**src/rtl/breakout_play_ctrl.sv**
```systemverilog
// Breakout per-frame sequencer: owns ball/paddle positions and lives, and runs
// the serve / play / miss / game-over flow, stepping once per synchronized frame strobe.
module breakout_play_ctrl #(
  parameter int SCREEN_X_MAX = 639,
  parameter int SCREEN_Y_MAX = 479,
  parameter int BALL_SIZE    = 4,
  parameter int BAR_SIZE_X   = 32,
  parameter int BAR_SIZE_Y   = 4,
  parameter int BAR_Y        = 450,
  parameter int BALL_STEP    = 2,
  parameter int BAR_STEP     = 4,
  parameter int LIVES        = 3
) (
  input  logic       Clk,
  input  logic       Reset_n,
  input  logic       frame_clk,
  input  logic       start,
  input  logic       key_left,
  input  logic       key_right,
  output logic [9:0] BallX,
  output logic [9:0] BallY,
  output logic [9:0] Ball_size,
  output logic [9:0] BarX,
  output logic [9:0] BarY,
  output logic [9:0] Bar_Sizex,
  output logic [9:0] Bar_Sizey,
  output logic [1:0] lives,
  output logic [1:0] game_state,
  output logic       miss_pulse
);

  typedef enum logic [1:0] {
    ST_IDLE = 2'd0,
    ST_PLAY = 2'd1,
    ST_OVER = 2'd2
  } state_t;

  localparam logic signed [10:0] BALL_SIZE_S = 11'(BALL_SIZE);
  localparam logic signed [10:0] BALL_STEP_S = 11'(BALL_STEP);
  localparam logic signed [10:0] BAR_STEP_S  = 11'(BAR_STEP);
  localparam logic signed [10:0] X_MAX_S     = 11'(SCREEN_X_MAX);
  localparam logic signed [10:0] Y_MAX_S     = 11'(SCREEN_Y_MAX);
  localparam logic signed [10:0] BALL_X_HI_S = 11'(SCREEN_X_MAX - BALL_SIZE);
  localparam logic signed [10:0] BALL_Y_HI_S = 11'(SCREEN_Y_MAX - BALL_SIZE);
  localparam logic signed [10:0] BAR_MIN_S   = 11'(BAR_SIZE_X);
  localparam logic signed [10:0] BAR_MAX_S   = 11'(SCREEN_X_MAX - BAR_SIZE_X);
  localparam logic signed [10:0] BAR_Y_S     = 11'(BAR_Y);
  localparam logic signed [10:0] BAR_TOP_S   = 11'(BAR_Y - BAR_SIZE_Y);
  localparam logic signed [10:0] BAR_REACH_S = 11'(BAR_SIZE_X + BALL_SIZE);
  localparam logic [9:0]         CENTER_X    = 10'((SCREEN_X_MAX + 1) / 2);
  localparam logic [9:0]         PARK_Y      = 10'(BAR_Y - BAR_SIZE_Y - BALL_SIZE - 1);
  localparam logic [1:0]         LIVES_INIT  = 2'(LIVES);

  function automatic logic [9:0] clamp10(input logic signed [10:0] v,
                                         input logic signed [10:0] lo,
                                         input logic signed [10:0] hi);
    if (v < lo) begin
      clamp10 = lo[9:0];
    end else if (v > hi) begin
      clamp10 = hi[9:0];
    end else begin
      clamp10 = v[9:0];
    end
  endfunction

  logic       frame_meta_r, frame_sync_r, frame_prev_r, frame_tick_r;
  state_t     state_r;
  logic [9:0] ball_x_r, ball_y_r, bar_x_r;
  logic       vx_neg_r, vy_neg_r;
  logic [1:0] lives_r;
  logic       miss_pulse_r;

  logic signed [10:0] bx_s, by_s, bar_s, dx_s, abs_dx_s, bx_sum_s, by_sum_s, bar_sum_s;
  logic [9:0] bar_x_nxt_s, ball_x_nxt_s, ball_y_nxt_s;
  logic       hit_left_s, hit_right_s, hit_top_s, hit_bar_s;
  logic       vx_neg_nxt_s, vy_neg_nxt_s, miss_s;

  // Two-flop synchronizer on frame_clk followed by a registered rising-edge detect.
  always_ff @(posedge Clk or negedge Reset_n) begin
    if (!Reset_n) begin
      frame_meta_r <= 1'b0;
      frame_sync_r <= 1'b0;
      frame_prev_r <= 1'b0;
      frame_tick_r <= 1'b0;
    end else begin
      frame_meta_r <= frame_clk;
      frame_sync_r <= frame_meta_r;
      frame_prev_r <= frame_sync_r;
      frame_tick_r <= frame_sync_r & ~frame_prev_r;
    end
  end

  // Next paddle position, wall bounces, ball step and miss detection for one frame.
  always_comb begin
    bx_s      = signed'({1'b0, ball_x_r});
    by_s      = signed'({1'b0, ball_y_r});
    bar_s     = signed'({1'b0, bar_x_r});
    bar_sum_s = bar_s;
    if (key_left && !key_right) begin
      bar_sum_s = bar_s - BAR_STEP_S;
    end else if (key_right && !key_left) begin
      bar_sum_s = bar_s + BAR_STEP_S;
    end else begin
      bar_sum_s = bar_s;
    end
    bar_x_nxt_s = clamp10(bar_sum_s, BAR_MIN_S, BAR_MAX_S);

    dx_s        = bx_s - bar_s;
    abs_dx_s    = dx_s[10] ? -dx_s : dx_s;
    hit_left_s  = (bx_s <= BALL_SIZE_S) && vx_neg_r;
    hit_right_s = (bx_s + BALL_SIZE_S >= X_MAX_S) && !vx_neg_r;
    hit_top_s   = (by_s <= BALL_SIZE_S) && vy_neg_r;
    hit_bar_s   = !vy_neg_r && (by_s + BALL_SIZE_S >= BAR_TOP_S) &&
                  (by_s <= BAR_Y_S) && (abs_dx_s <= BAR_REACH_S);

    vx_neg_nxt_s = vx_neg_r;
    if (hit_left_s) begin
      vx_neg_nxt_s = 1'b0;
    end else if (hit_right_s) begin
      vx_neg_nxt_s = 1'b1;
    end else begin
      vx_neg_nxt_s = vx_neg_r;
    end
    vy_neg_nxt_s = vy_neg_r;
    if (hit_top_s) begin
      vy_neg_nxt_s = 1'b0;
    end else if (hit_bar_s) begin
      vy_neg_nxt_s = 1'b1;
    end else begin
      vy_neg_nxt_s = vy_neg_r;
    end

    bx_sum_s     = vx_neg_nxt_s ? (bx_s - BALL_STEP_S) : (bx_s + BALL_STEP_S);
    by_sum_s     = vy_neg_nxt_s ? (by_s - BALL_STEP_S) : (by_s + BALL_STEP_S);
    ball_x_nxt_s = clamp10(bx_sum_s, BALL_SIZE_S, BALL_X_HI_S);
    ball_y_nxt_s = clamp10(by_sum_s, BALL_SIZE_S, BALL_Y_HI_S);
    miss_s       = (signed'({1'b0, ball_y_nxt_s}) + BALL_SIZE_S >= Y_MAX_S);
  end

  // Game state machine; every game register changes only on a frame tick.
  always_ff @(posedge Clk or negedge Reset_n) begin
    if (!Reset_n) begin
      state_r      <= ST_IDLE;
      ball_x_r     <= CENTER_X;
      ball_y_r     <= PARK_Y;
      bar_x_r      <= CENTER_X;
      vx_neg_r     <= 1'b0;
      vy_neg_r     <= 1'b1;
      lives_r      <= LIVES_INIT;
      miss_pulse_r <= 1'b0;
    end else begin
      miss_pulse_r <= 1'b0;
      if (frame_tick_r) begin
        case (state_r)
          ST_IDLE: begin
            bar_x_r  <= bar_x_nxt_s;
            ball_x_r <= bar_x_nxt_s;
            ball_y_r <= PARK_Y;
            vx_neg_r <= 1'b0;
            vy_neg_r <= 1'b1;
            state_r  <= start ? ST_PLAY : ST_IDLE;
          end
          ST_PLAY: begin
            bar_x_r  <= bar_x_nxt_s;
            ball_x_r <= ball_x_nxt_s;
            ball_y_r <= ball_y_nxt_s;
            vx_neg_r <= vx_neg_nxt_s;
            vy_neg_r <= vy_neg_nxt_s;
            // A miss overrides any paddle bounce; the ball is re-parked on the next IDLE tick.
            if (miss_s) begin
              miss_pulse_r <= 1'b1;
              lives_r      <= lives_r - 2'd1;
              state_r      <= (lives_r == 2'd1) ? ST_OVER : ST_IDLE;
            end else begin
              state_r <= ST_PLAY;
            end
          end
          ST_OVER: begin
            if (start) begin
              lives_r <= LIVES_INIT;
              state_r <= ST_IDLE;
            end else begin
              state_r <= ST_OVER;
            end
          end
          default: state_r <= ST_IDLE;
        endcase
      end
    end
  end

  assign BallX      = ball_x_r;
  assign BallY      = ball_y_r;
  assign BarX       = bar_x_r;
  assign lives      = lives_r;
  assign game_state = state_r;
  assign miss_pulse = miss_pulse_r;
  assign Ball_size  = 10'(BALL_SIZE);
  assign BarY       = 10'(BAR_Y);
  assign Bar_Sizex  = 10'(BAR_SIZE_X);
  assign Bar_Sizey  = 10'(BAR_SIZE_Y);

endmodule

```
**config.mk**
```make
export PLATFORM = sky130hd
export DESIGN_NAME = breakout_play_ctrl
export DESIGN_NICKNAME = d
export VERILOG_FILES = /design/src/rtl/breakout_play_ctrl.sv
export SDC_FILE = /design/constraint.sdc
export NUM_CORES = 1
export LEC_CHECK = 0
export ABC_AREA = 0
export CAP_MARGIN = 20
export CORE_UTILIZATION = 40
export DETAILED_ROUTE_END_ITERATION = 8
export PLACE_DENSITY_LB_ADDON = 0.3
export SLEW_MARGIN = 15
export SYNTH_ARGS = -nofsm -noshare
export SYNTH_HDL_FRONTEND = slang
export SYNTH_SLANG_ARGS = --single-unit
```
**constraint.sdc**
```tcl
create_clock -name Clk -period 12.5 [get_ports Clk]
set_input_delay 2.5 -clock Clk [delete_from_list [all_inputs] [get_ports Clk]]
set_output_delay 2.5 -clock Clk [all_outputs]
set_load 0.1 [all_outputs]
```
==> flow_summary_export.csv <==
group,metric,value,unit
place,io_buffers,40,
global_route,met1_usage,26.8,%
job,cap_violations,0,
sta,setup_ws,4.98,ns
critical_path,critPathArrivalTime,7.74,ns
floorplan,initial_core_util,41.9,%
cells_and_area,layout.nets,629,
clocking,ctsHoldBuffers,0,
yosys,yosysTopAreaCellShare,15.9,%
cells_and_area,final_area,4880,µm²
clocking,cts_setup_buffers,0,
sta,fin_crit_sh,60.2,%
place,post-place-ws,5.06,ns
sta,setup_viol,0,
sta,period_needed,7.52,ns
yosys,async_flop_share,100,%
yosys,syn-instance-count,545,
global_route,grt-ovfl-total,0,
worst_hold_path,hold_depth,0,
yosys,synth_cell_type_count,70,
global_route,antenna_found_initial,0,
floorplan,die_area,11400,µm²
yosys,yosysMostFrequentCell,"a21oi_1",
cells_and_area,area_growth,10.7,%
place,place_congestion,0.943,
critical_path,rr_startpoint,"BallX[0]$_DFFE_PN0P_",
clocking,clkTransAtPathRegs,0.08,ns
critical_path,worst-path-max-fanout,12,
floorplan,fp.dieH,107,µm
route,antenna_violating_nets_post_route,0,
route,drcViolationCount,0,
clocking,htree_levels,2,
global_route,grt_pass1_vias,3844,
clocking,insertion_delay,0.29,ns
global_route,grt_util_met3,2.49,%
critical_path,cp-start-kind,"flop",
critical_path,r2r-end,"lives[1]$_DFFE_PN1P_",
worst_hold_path,min_to,"frame_sync_r$_DFF_PN0_",
sta,tightest_slew,0.985,ns
cells_and_area,drive_above_1_share,6.71,%
route,vias,4055,
place,place_area,4790,µm²
cells_and_area,fillerInstances,1033,
sta,tns,0,ns
sta,relSlewSlack,34.1,%
sta,skew,0.00542,ns
yosys,synth_ff_type,"dfrtp_1",
clocking,cts_tree,"yes",
global_route,use_met2,34.5,%
clocking,numCtsBuffers,5,
floorplan,rows,37,
sta,hold_violations,0,
clocking,cts.sinks,41,
global_route,grt_usage,20.2,%
critical_path,critPathRequiredTime,12.72,ns
critical_path,reg2reg_depth,29,
place,hpwl,8550,µm
cells_and_area,diodes,0,
worst_hold_path,min-delay-start,"frame_meta_r$_DFF_PN0_",
route,initialDrtViolationCount,173,
critical_path,path_class,"flop to flop",
yosys,synth_common_cells,"a21oi_1 (48), inv_1 (42), buf_4 (40), ha_1 (40), nand2_1 (40)",
status,status,"complete, no violations",
global_route,top_usage_layer,"met2",
critical_path,cp-end-kind,"flop",
floorplan,pin_count,81,
critical_path,crit_path_top_delay_cell,"or4b_1",
clocking,cts-root-buf,"clkbuf_8",
yosys,synth_edf_count,0,
route,dr.pass1.iters,5,
sta,fmax,133,MHz
route,routedWlPerCell,15.7,µm
yosys,postSynthAreaPerCell,8.09,µm²
sta,rsz0062_at_grt,"no",
yosys,ys_seq_area_share,23.6,%
global_route,grt_pass1_wl,18900,µm
critical_path,critPathMaxStageDelay,0.58,ns
global_route,grt_max_degree,42,
clocking,cts_buffer_depth,2,
worst_hold_path,hold_class,"flop to flop",
critical_path,r2r_slack,4.98,ns
route,finalWirelength,11200,µm
yosys,yosys_warnings,0,
sta,maxSlewViolCount,0,
clocking,cts_resized,0,
route,via_per_inst,5.66,
floorplan,placeableCoreArea,10500,µm²
yosys,yosys_register_bits,41,
yosys,synthTopCellsByArea,"dfrtp_1 (16%), ha_1 (11%), dfstp_2 (7.7%), buf_4 (6.8%), a21oi_1 (5.4%)",
yosys,synth_top_area_cell,"dfrtp_1",
sta,whs,0.369,ns
floorplan,die-width,107,µm
yosys,netlist_area,4410,µm²
critical_path,startpoint,"BallX[0]$_DFFE_PN0P_",
-- cells in the final DEF (no fill, tap or decap), types with 4 or more instances in the layout --
cell             count
a21oi_1             48
a21boi_0             4
o21bai_1             5
dfrtp_1             28
a22oi_1              4
nand3_1             18
clkdlybuf4s50_1     39
clkbuf_8             6
a21o_1              10
conb_1              40
and2_1               7
or3_1                4
nand4_1              7
dfstp_2             13
and3_1               5
o21ai_1              6
ha_1                40
a31oi_1             12
o21a_1               7
nor2b_1              7
nand2_1             40
nor2_1              27
nand2b_1             8
a211o_1              4
inv_1               42
o211ai_1             6
xnor2_1             25
o2111ai_1            5
a211oi_1             5
nor3_1               8
o31ai_1              9
nor4_1               6
o21ai_0             26
-- metal layers --
| layer | share of wire [%] | vias up | routed length [µm] |
|---|---|---|---|
| met2 | 48 | 147 | 5410 |
| met4 | 1.6 | 0 | 183 |
| met5 | 0 | - | 0 |
| li1 | - | 1973 | - |
| met1 | 46 | 1917 | 5150 |
| met3 | 4.4 | 18 | 495 |
-- worst max-delay path: cells and delay by family (launching register included) --
kind	cells	cell delay, ns
DFF	1	0.43
xor gates and xnor gates	2	0.46
AOI/OAI and AO/OA	10	2.59
and+or+nand+nor	10	2.36
buffers and inverters	2	0.16
muxes	1	0.28
adders and majority gates	4	1.17
-- worst max path at each step --
stage / end / slack (ns) / depth (start not counted)
after floorplan: lives[1]$_DFFE_PN1P_ / 5.17 / 28
after global placement: lives[1]$_DFFE_PN1P_ / 5.36 / 29
after detailed placement: lives[1]$_DFFE_PN1P_ / 5.06 / 29
after CTS: lives[1]$_DFFE_PN1P_ / 5.02 / 29
after global routing: lives[1]$_DFFE_PN1P_ / 4.35 / 30
final: lives[1]$_DFFE_PN1P_ / 4.98 / 29
-- per-stage QoR --
stage	util (%)	cells
6_report	46.4	717
3_3_place_gp	45.6	709
2_1_floorplan	-	583
5_1_grt	46.4	717
4_1_cts	46.4	717
3_5_place_dp	45.6	709
-- kinds of logic (layout without fill, tap and decap cells) --
family / after synthesis / in the layout / share of synthesized area (%)
AO/OA/AOI/OAI: 181 / 181 / 27.5
AND/OR/NAND/NOR: 152 / 152 / 17.6
buffers and inverters: 94 / 92 / 11.4
adder cells (fa/ha/maj): 45 / 45 / 13.2
flip-flops: 41 / 41 / 23.6
XOR/XNOR: 28 / 28 / 5.73
other: 2 / 40 / 0.170
multiplexers: 2 / 2 / 0.738
-- cell type report --
class	instances	area (µm²)	area share (%)
clock buffer	7	86.3	1.77
timing repair buffer	42	410	8.41
inverter	42	158	3.23
tap	136	170	3.49
sequential	41	1040	21.4
multi-input combinational	448	3010	61.6
clock inverter	1	7.51	0.154
-- sequential cells by signal (all words and copies together), names as in the netlist, 2 cells and up --
name and count:
BallX 10, BallY 10, BarX 10, game_state 2
lives 2
Power is not shown: default switching activity piles up to over one toggle a cycle in this logic, so the estimate is an artifact.
==> patch 1: new RTL, same flow settings <==
Register the output `BarX` once more, without a reset; this adds one clock of latency there. The other outputs are not delayed to match.
--- a/src/rtl/breakout_play_ctrl.sv
+++ b/src/rtl/breakout_play_ctrl.sv
@@ -192,5 +192,7 @@
   assign BallX      = ball_x_r;
   assign BallY      = ball_y_r;
-  assign BarX       = bar_x_r;
+  always_ff @(posedge Clk) begin
+    BarX <= bar_x_r;
+  end
   assign lives      = lives_r;
   assign game_state = state_r;
Function: changed (Yosys sat finds a counterexample within 10 cycles, from zero or initial values and one cycle with Reset_n low).
==> patch 1 against the original RTL <==
- final area is 14% higher
- setup slack got worse by 0.76 ns
- critical path type unchanged
- sequential cell count increased by 10
- wire length grew 14%
- sequential share of layout area grew 1.0 points
- utilization decreased by 0.36 points
- synthesized area increased by 12%
- largest cell class unchanged
- count of clock-buffer cells in the layout is 2 lower
Power is left out: the tool's default activity adds up to more than one toggle a clock period on the data nets, which glitch-free logic cannot reach.
==> patch 1: results (changes against the original RTL) <==
- Worst slew margin: 34.53% (+0.40 points)
- DRT iter0 DRCs: 263 (+52%)
- Synth async-reset ratio: 80.39% (-20 points)
- Slowest CP cell: a2111oi_2
- Share of cells above drive strength 1: 9.223% (+2.5 points)
- Avg Vias per Cell: 5.623 (-0.57%)
- Clock skew: 0.007564 ns (+0.002149 ns)
- Routability cong.: 0.8841 (-6.2%)
- Worst Path Max Fanout: 11 (-1)
- WL/cell: 16.24 µm (+3.6%)
- Met2 Resource Use GR: 36.16% (+1.6 points)
- Critical Path Max Stage Delay: 0.50 ns (-0.08 ns)
- DR WL met2: 6.150 mm (+14%)
- Ys flop type: dfrtp_1
- Met1 wire length: 5.633 mm (+9.3%)
- Crit path DAT: 8.51 ns (+0.77 ns)
- Clock Root Buffer: clkbuf_16
- Final nets: 666 (+5.9%)
- R2R Setup Slk: 4.22 ns (-0.76 ns)
- Synth top area cells: dfrtp_1, ha_1, dfstp_2, buf_4, dfxtp_1
- Worst Reg-to-Reg Cells: 30 (+3.4%)
- Hold slack: 0.3483 ns (-0.02100 ns)
- Sequential cell area fraction in the yosys report: 25.09% (+1.4 points)
- First-pass GRT wire length: 21.21 mm (+12%)
- Vias in the first global route: 4275 (+11%)
- Status: complete, no violations
- GRT Overall Usage: 20.62% (+0.46 points)
- Commonest cells post-synth: nand2_1, buf_4, ha_1, a21oi_1, inv_1
## patch 1: changes by cell type after synthesis, moves of 7 or more
cell     change
a21oi_1     -10
xnor2_1      -7
nor3_1       +9
dfxtp_1     +10
inv_1        -7
o21ai_0      +8
## patch 1: kinds of logic after synthesis
kind of cell	Yosys count	share of synthesized area, %
flops	51	25.09
simple gates	171	17.91
xor+xnor	25	5.104
buf+inv	84	9.550
mux	7	1.566
compound gates	197	29.31
other cells	2	0.1516
fa+ha+maj	43	11.32
## patch 1: worst max path at each step
stage                         from        to  slack, ns  cells past startpoint
after floorplan           BallX[0]  lives[1]       4.49                     29
after global placement    BallX[0]  lives[1]       4.68                     30
after detailed placement  BallX[0]  lives[1]       4.36                     31
after CTS                 BallX[0]  lives[1]       4.28                     30
after global routing      BallX[0]  lives[1]       3.70                     32
final                     BallX[0]  lives[1]       4.22                     30
## patch 1: final cells by class
type | instances | area (µm²)
well taps | 168 | 210.2
inverters | 35 | 131.4
multi-input cells | 483 | 3379
repair buffers | 41 | 402.9
clock inverters | 3 | 67.56
clock buffers | 5 | 125.1
fillers | 1193 | 6502
flip-flops and latches | 51 | 1242
## patch 1: worst register-to-register path, delay by kind of cell (launching register included)
kind | cells | cell delay (ns)
AO/OA/AOI/OAI | 15 | 4.11
AND/OR/NAND/NOR | 6 | 1.65
adder cells (fa/ha/maj) | 4 | 1.19
multiplexers | 2 | 0.60
flip-flops | 1 | 0.43
buffers and inverters | 3 | 0.21
## patch 1: metrics by stage
stage          utilization (%)  worst slack (ns)  std cells  area, µm²
6_report                 46.09             4.220        786       5559
5_1_grt                  46.09             3.704        786       5559
4_1_cts                  46.09             4.282        786       5559
3_5_place_dp             44.49             4.361        778       5366
3_3_place_gp             44.49             4.678        778       5366
2_1_floorplan                -             4.491        618       5095
==> patch 2: new RTL, same flow settings <==
Made on the original files. Change the parameter `BAR_Y` from 450 to 337.
--- a/src/rtl/breakout_play_ctrl.sv
+++ b/src/rtl/breakout_play_ctrl.sv
@@ -7,5 +7,5 @@
   parameter int BAR_SIZE_X   = 32,
   parameter int BAR_SIZE_Y   = 4,
-  parameter int BAR_Y        = 450,
+  parameter int BAR_Y        = 337,
   parameter int BALL_STEP    = 2,
   parameter int BAR_STEP     = 4,
Behaviour: not the same (Yosys sat finds a counterexample within 4 cycles, from zero or initial values and one cycle with Reset_n low).
==> patch 2 against the original RTL <==
- global-route usage is essentially flat
- clock skew grew 0.0085 ns
- final area grew 3.1%
- setup slack gained 0.46 ns
- sequential cell count is the same
- wire length grew 1.5%
- synthesized area grew 2.3%
- final cell count shrank 0.70%
- critical path type unchanged
- highest routed layer unchanged
Power is not shown: default switching activity piles up to over one toggle a cycle in this logic, so the estimate is an artifact.
==> patch 2: results (changes against the original RTL) <==
- Status: complete, no violations
- GRT Overall Usage: 20.20% (+0.042 points)
- Placed wire-length estimate: 8.589 mm (+0.41%)
- Placed Instances: 703 (-0.85%)
- Share of cells above drive strength 1: 8.042% (+1.3 points)
- Slowest CP cell: o41a_1
- Clock skew: 0.01396 ns (+0.008546 ns)
- Vias in the first global route: 3653 (-5.0%)
- Worst slew margin: 33.91% (-0.23 points)
- EDFF count, synth: 0 (unchanged)
- Cell family with most CP delay: compound AO/OA/AOI/OAI gates
- Syn Area/Cell: 8.444 µm² (+4.4%)
- DRT iter0 DRCs: 289 (+67%)
- Synth top area cells: dfrtp_1, ha_1, buf_4, dfstp_2, a21oi_1
- Largest net degree at the start of global routing: 42 (unchanged)
- Sequential cell area fraction in the yosys report: 23.03% (-0.61 points)
- Avg Vias per Cell: 5.566 (-1.6%)
- Clk pin slew, worst setup/hold paths: 0.10 ns (+0.02 ns)
- DRT Wirelength: 11.40 mm (+1.5%)
- Commonest cells post-synth: ha_1, buf_4, nand2_1, inv_1, a21oi_1
- Crit path DAT: 7.31 ns (-0.43 ns)
- Routability cong.: 0.8631 (-8.5%)
- First-pass GRT wire length: 18.53 mm (-1.9%)
- Final nets: 622 (-1.1%)
- Via count: 3963 (-2.3%)
- CTS resizes: 0 (unchanged)
- Worst Path Max Fanout: 9 (-3)
- DRT Pass-1 Iters: 5 (unchanged)
- Synth cell types: 85 (+21%)
## patch 2: cell count changes after synthesis, sizes merged, moves of 5 or more
cell / unedited run / this run
inv: 42 / 36
xnor2: 25 / 19
nand3: 18 / 13
a21oi: 49 / 34
nor2: 27 / 32
o221ai: 2 / 7
xor2: 3 / 13
a22o: 0 / 6
## patch 2: area by class of cell
cell class                      instances  area [µm²]
Fill cell                            1066        5858
Multi-Input combinational cell        443        3128
Sequential cell                        41        1039
Timing Repair Buffer                   44       437.9
Tap cell                              140       175.2
Inverter                               36       135.1
Clock buffer                            5       68.82
Clock inverter                          3       46.29
## patch 2: kinds of logic after synthesis
| family | Yosys count | share of synthesized area [%] |
|---|---|---|
| simple gates | 154 | 18.37 |
| buf+inv | 88 | 10.93 |
| flops | 41 | 23.03 |
| mux | 4 | 0.9711 |
| other cells | 2 | 0.1665 |
| fa+ha+maj | 46 | 13.21 |
| compound gates | 167 | 26.61 |
| xor+xnor | 32 | 6.715 |
## patch 2: per-layer routing
| layer | wire length, µm | up-vias | GRT usage, % |
|---|---|---|---|
| li1 | - | 1954 | - |
| met3 | 686 | 9 | 3.556 |
| met2 | 5090 | 122 | 29.80 |
| met1 | 5503 | 1878 | 30.11 |
| met4 | 119 | 0 | 4.892 |
| met5 | 0 | - | 0 |
## patch 2: final timing paths
path | start | to | slack, ns | cells after the start
max | BallX[0] | lives[1] | 5.43 | 28
max reg2reg | BallX[0] | lives[1] | 5.43 | 28
min reg2reg | frame_meta_r | frame_sync_r | 0.37 | 0
min in group asynchronous | Reset_n | BallX[4] | 2.05 | 1
min | frame_meta_r | frame_sync_r | 0.37 | 0
max in group asynchronous | Reset_n | vy_neg_r | 9.92 | 2
## patch 2: through the flow
stage | instance area (µm²) | util, % | hold WS (ns) | worst slack [ns]
floorplan | 4652 | - | 0.3312 | 5.621
global placement | 4895 | 44.96 | 0.3417 | 5.571
detailed placement | 4895 | 44.96 | 0.3372 | 5.517
CTS | 5010 | 46.01 | 0.3707 | 5.487
global route | 5030 | 46.20 | 0.3754 | 4.962
finish | 5030 | 46.20 | 0.3687 | 5.431
